<file path="src/rtl/seq_mul_ctrl.sv">
// Sequential shift-add unsigned multiplier: WIDTH iterations per product,
// low half of a*b on out with an overflow flag for a nonzero high half.
module seq_mul_ctrl #(
    parameter int unsigned WIDTH = 16
) (
    input  logic             clk,
    input  logic             reset,
    input  logic             start,
    input  logic [WIDTH-1:0] a,
    input  logic [WIDTH-1:0] b,
    output logic             busy,
    output logic             done,
    output logic [WIDTH-1:0] out,
    output logic             overflow
);

    localparam int unsigned CNT_W = (WIDTH > 1) ? $clog2(WIDTH) : 1;
    localparam int unsigned ACC_W = 2 * WIDTH;

    typedef enum logic [1:0] {
        S_IDLE = 2'd0,
        S_RUN  = 2'd1,
        S_DONE = 2'd2
    } state_e;

    state_e             state_q, state_d;
    logic [WIDTH-1:0]   mcand_q, mcand_d;
    logic [WIDTH-1:0]   mplier_q, mplier_d;
    logic [ACC_W-1:0]   acc_q, acc_d;
    logic [CNT_W-1:0]   cnt_q, cnt_d;
    logic [WIDTH-1:0]   out_q, out_d;
    logic               ovf_q, ovf_d;
    logic               busy_q, busy_d;
    logic               done_q, done_d;

    logic [WIDTH:0]     sum_c;
    logic [WIDTH-1:0]   addend_c;
    logic               last_c;

    // State and datapath registers
    always_ff @(posedge clk) begin
        if (reset) begin
            state_q  <= S_IDLE;
            mcand_q  <= '0;
            mplier_q <= '0;
            acc_q    <= '0;
            cnt_q    <= '0;
            out_q    <= '0;
            ovf_q    <= 1'b0;
            busy_q   <= 1'b0;
            done_q   <= 1'b0;
        end else begin
            state_q  <= state_d;
            mcand_q  <= mcand_d;
            mplier_q <= mplier_d;
            acc_q    <= acc_d;
            cnt_q    <= cnt_d;
            out_q    <= out_d;
            ovf_q    <= ovf_d;
            busy_q   <= busy_d;
            done_q   <= done_d;
        end
    end

    assign last_c = (cnt_q == CNT_W'(WIDTH - 1));

    // Next-state logic
    always_comb begin
        state_d = state_q;
        case (state_q)
            S_IDLE:  if (start) state_d = S_RUN;
            S_RUN:   if (last_c) state_d = S_DONE;
            S_DONE:  state_d = S_IDLE;
            default: state_d = S_IDLE;
        endcase
    end

    // Single WIDTH-wide adder on the upper half; shifting the accumulator right
    // each step is equivalent to adding mcand << i into a fixed accumulator.
    assign addend_c = mplier_q[cnt_q] ? mcand_q : '0;
    assign sum_c    = {1'b0, acc_q[ACC_W-1:WIDTH]} + {1'b0, addend_c};

    // Datapath and output next values
    always_comb begin
        mcand_d  = mcand_q;
        mplier_d = mplier_q;
        acc_d    = acc_q;
        cnt_d    = cnt_q;
        out_d    = out_q;
        ovf_d    = ovf_q;
        busy_d   = (state_q == S_RUN);
        done_d   = (state_q == S_DONE);
        case (state_q)
            S_IDLE: begin
                if (start) begin
                    mcand_d  = a;
                    mplier_d = b;
                    acc_d    = '0;
                    cnt_d    = '0;
                end
            end
            S_RUN: begin
                acc_d = {sum_c, acc_q[WIDTH-1:1]};
                cnt_d = cnt_q + CNT_W'(1);
            end
            S_DONE: begin
                out_d = acc_q[WIDTH-1:0];
                ovf_d = |acc_q[ACC_W-1:WIDTH];
            end
            default: ;
        endcase
    end

    assign busy     = busy_q;
    assign done     = done_q;
    assign out      = out_q;
    assign overflow = ovf_q;

endmodule
</file>
<file path="config.mk">
export PLATFORM = sky130hd
export DESIGN_NAME = seq_mul_ctrl
export DESIGN_NICKNAME = d
export VERILOG_FILES = /design/src/rtl/seq_mul_ctrl.sv
export SDC_FILE = /design/constraint.sdc
export NUM_CORES = 1
export LEC_CHECK = 0
export CORE_AREA = 2 2 68 118
export DETAILED_ROUTE_END_ITERATION = 10
export DIE_AREA = 0 0 70 120
export GPL_TIMING_DRIVEN = 0
export HOLD_SLACK_MARGIN = 0.12
export MAX_ROUTING_LAYER = met4
export PLACE_DENSITY = 0.85
export SYNTH_ARGS = -nofsm -noshare
export SYNTH_HDL_FRONTEND = slang
export SYNTH_SLANG_ARGS = --single-unit
</file>
<file path="constraint.sdc">
create_clock -name clk -period 4.35 [get_ports clk]
set_input_delay 1.305 -clock clk [delete_from_list [all_inputs] [get_ports clk]]
set_output_delay 1.305 -clock clk [all_outputs]
set_load 0.005 [all_outputs]
</file>
### Word level (Yosys, flattened, before mapping)

Index checks and enable logic that the tools add are counted.

* add/sub/neg operators: 2
* $lt $le $gt $ge: 1
* equal/unequal tests: 5
* mux-type cells: 10
* reductions and logical operators: 6

Operator list (count)
* $pmux 32 s2: 1
* $mux 32: 1
* $add 16x16->17: 1
* $mux 16: 1
* $reduce_or 16->1: 1
* $pmux 4 s2: 1
* $reduce_and 2->1: 3
* $lt 4x5->1 const B: 1
* $add 4x1->4 const B: 1
* $bmux 1 s4: 1
* $eq 4x4->1 const B: 1
* $mux 2: 2
* $mux 4: 1
* $pmux 2 s2: 1
* $eq 2x1->1 const B: 1
* $eq 2x2->1 const B: 1
* $logic_not 2->1: 1
* $ne 2x1->1 const B: 1
* $ne 2x2->1 const B: 1
* $reduce_bool 2->1: 1
* $mux 1: 1

* register bits: 89
* input bits: 35
* output and inout bits: 19
* logic and storage cells: 33

### Longest topological paths before layout

* depth after elaboration: 5
* depth in mapped cells: 14
* gate-level depth less buffers: 12

### Least setup slack after synthesis

No wires, ideal clock.

* path kind: register to register
* start: reg cnt_q[0]
* end: reg acc_q[24]
* setup time: 0.122 ns
* data arrival time: 3.133 ns
* data required time: 4.228 ns
* slack: 1.095 ns
* stages on the path, launching flop included: 12
* path buffers: 1
* clock period less this slack: 3.255 ns
* path through: dfxtp_1 > buf_6 > mux4_2 > mux4_2 > and2_1 > ha_1 > a21oi_1 > o21ai_1 > o21ai_1 > a211oi_1 > a41o_1 > a221o_1

* longest elaborated chain between the ends: 5

Ends and longest elaborated chain
* from (decl): line 30 `logic [CNT_W-1:0] cnt_q, cnt_d;`
* from (signal assigned): line 57 `cnt_q <= cnt_d;`
* $bmux 1 s4: line 80 `assign addend_c = mplier_q[cnt_q] ? mcand_q : '0;`
* $mux 1 (implied by the code): line 80
* $mux 16: line 80
* $add 16x16->17: line 81 `assign sum_c = {1'b0, acc_q[ACC_W-1:WIDTH]} + {1'b0, addend_c};`
* $pmux 32 s2: line 93 `case (state_q)`
* to (signal assigned): line 46 `acc_q <= '0;`
* to (signal assigned): line 56 `acc_q <= acc_d;`
* to (decl): line 29 `logic [ACC_W-1:0] acc_q, acc_d;`

Every way passes these cells. The select of a mux whose other input is x is not followed.
A chain may end at the register's enable or synchronous reset.

### Worst setup path in the final report

* start: reg cnt_q[2]
* end: reg acc_q[24]

Same word-level chain as after synthesis.

==> flow_summary.toml <==
[run_status]
status = "finished, final reports clean"

[clocking]
cts_tree = "built"
clk_latency_ns = 0.35
h-tree-depth = 3
cts_sinks = 89
cts_hold_buf = 0
post_cts_buffers = 0
cts-resized-gates = 0
cts_buffer_depth = 2
cts_made_buffers = 9
clk_pin_slew_ns = 0.06
cts_root_buf = "clkbuf_16"

[synthesis]
synth_edf_count = 0
synth-main-ff-cell = "dfxtp_1"
syn_inst = 480
netlist.area_leader.share = 0.444
synth_common_cells = "122 x nand2_1, 89 x dfxtp_1, 62 x a21oi_1"
synth_fp_nets = 533
synth.distinct_cells = 45
async_reset_ff_frac = 0
synth.most_common_cell = "nand2_1"
synth.area.top_cells = "dfxtp_1 44%, nand2_1 11%, a21oi_1 7.7%, ha_1 5.3%, a22o_1 3.9%"
syn_area_mm2 = 0.00401
yosysTopAreaCell = "dfxtp_1"
synth-seq-cells = 89
syn_area_per_cell_um2 = 8.36
synth_seq_area_share = 0.444
yosys_warnings = 0

[drt]
route.detailed.drc = 0
avgRoutedWirePerCell_um = 15.2
vias = 3588
first_pass_iters = 4
drt_iter0_markers = 284
drt-vias-per-instance = 5.63
drt-total-wl_um = 9660
antenna_left = 0

[setup_path]
cp_slowest_cell = "mux4_2"
start_kind = "flop"
end_kind = "flop"
cp_max_fo = 9
crit_family = "compound AO/OA/AOI/OAI gates"
cp_slowest_stage_delay_ns = 0.57
arrival_ns = 4.11
crit_required_ns = 4.59
worstPathCellList = "clkbuf_1 -> mux4_2 -> mux4_2 -> and2_1 -> ha_1 -> a21oi_1 -> o21ai_1 -> o21ai_1 -> a211oi_1 -> a41o_1 -> a221o_1"
criticalPathCategory = "flop to flop"
setup.worst_path.start = "cnt_q[2]"
r2r-start = "cnt_q[2]"
crit_buf_inv = 1

[floorplanning]
start_util = 0.538
rows = 42
core_mm2 = 0.00746
die_w_um = 70
io_pins = 54
die_area_mm2 = 0.00840
die_h_um = 120

[layout]
final_nets = 597
multi_input_area_mm2 = 0.00206
area_growth_pct = 23.5
num_antenna_cells = 0
regArea_mm2 = 0.00178
layout-drive-gt1-share = 0.0546
fin_util = 0.664
num-fill-cells = 612

[run]
drv_cap = 0

[place]
port_buffers = 53
place_congestion = 0.899
hpwlAfterDp_um = 7090

[grt]
grt_pass1_vias = 3572
antenna_found_initial = 0
overflow = 0
grt_pass1_wl_um = 16000
grt_use_total = 0.248
grt_max_degree = 17

[timing]
slew_violations = 0
hold_viol = 0
min_period_ns = 3.87
fin_tns_setup_ns = 0
clock_skew_ns = 0.00589
rsz0062_at_grt = "no"
fmax_mhz = 258
slew_headroom = 0.652
finalSetupViolCount = 0
finalCritPeriodShare = 0.890
hold_ws_ns = 0.450
worst_slew_pin_slew_ns = 0.522

[power]
total_power_mw = 1.77
powerDensity_mw_per_mm2 = 357
vdd_ir_drop_max_mv = 0.310
p_leak_nw = 1.87

[min_path]
hp-class = "flop to flop"
min_from = "mcand_q[10]"
[worst reg2reg max path: cells and delay by family (launching register included)]
| family | cells | cell delay (ns) |
|---|---|---|
| AO/OA/AOI/OAI | 6 | 1.57 |
| multiplexers | 2 | 0.97 |
| buffers and inverters | 1 | 0.39 |
| adder cells (fa/ha/maj) | 1 | 0.33 |
| flip-flops | 1 | 0.31 |
| AND/OR/NAND/NOR | 1 | 0.20 |
[state kept, by name (all words and copies together) (netlist names)]
register	count
out	16
mplier_q	16
done	1
cnt_q	4
busy	1
overflow	1
acc_q	32
mcand_q	16
state_q	2
[cell families after synthesis]
logic type / share of synthesized area
muxes: 0.0337
adders and majority gates: 0.0580
buffers and inverters: 0.0427
DFF: 0.444
AOI/OAI and AO/OA: 0.194
xor gates and xnor gates: 0.0240
and+or+nand+nor: 0.203
[per-layer routing]
metal / vias up / share of wire / wire length [um] / track usage
met5: - / 0 / 0 / -
met4: 0 / 0.031 / 298 / 0.118
met3: 29 / 0.044 / 422 / 0.0453
met2: 122 / 0.54 / 5260 / 0.440
met1: 1657 / 0.38 / 3680 / 0.262
li1: 1780 / - / - / -
[power breakdown]
group / switching (mW) / total [mW] / internal [mW]
clock: 0.347 / 0.797 / 0.450
combinational: 0.0686 / 0.128 / 0.0597
sequential: 0.00997 / 0.844 / 0.834
[final timing paths]
check | end | slack (ns) | cells past startpoint
min reg2reg | mcand_q[10] | 0.45 | 2
max | acc_q[24] | 0.48 | 11
min | mcand_q[10] | 0.45 | 2
max reg2reg | acc_q[24] | 0.48 | 11
[per-stage QoR]
stage	std cells	cell area, um2	setup WS (ns)
2_1_floorplan	480	4010	1.10
3_3_place_gp	621	4650	0.694
3_5_place_dp	621	4650	0.583
4_1_cts	637	4960	0.510
5_1_grt	637	4960	0.315
6_report	637	4960	0.481
[area by class of cell]
cell class                 instances  share of cell area
multi-input combinational        350               0.416
sequential                        89               0.360
clock buffer                       9              0.0454
clock inverter                     7              0.0157
tap                               88              0.0222
timing repair buffer              53               0.107
buffer                            33              0.0285
inverter                           8             0.00606
[placed cells by master (no fill, tap or decap), types with 4 or more instances in the layout]
master           count
dfxtp_1             89
nor4_1               4
nand3_1              6
ha_1                17
o21ai_1             18
nand2_1            122
and2_1              18
clkbuf_16            9
a21oi_1             62
xnor2_1              5
nor2_1              17
clkdlybuf4s50_1     53
mux4_2               5
inv_1                6
clkbuf_1            27
nor2b_1              4
a22o_1              18
nand2b_1             5
xor2_1               6
Note: power is estimated with default switching activity, not from simulation.
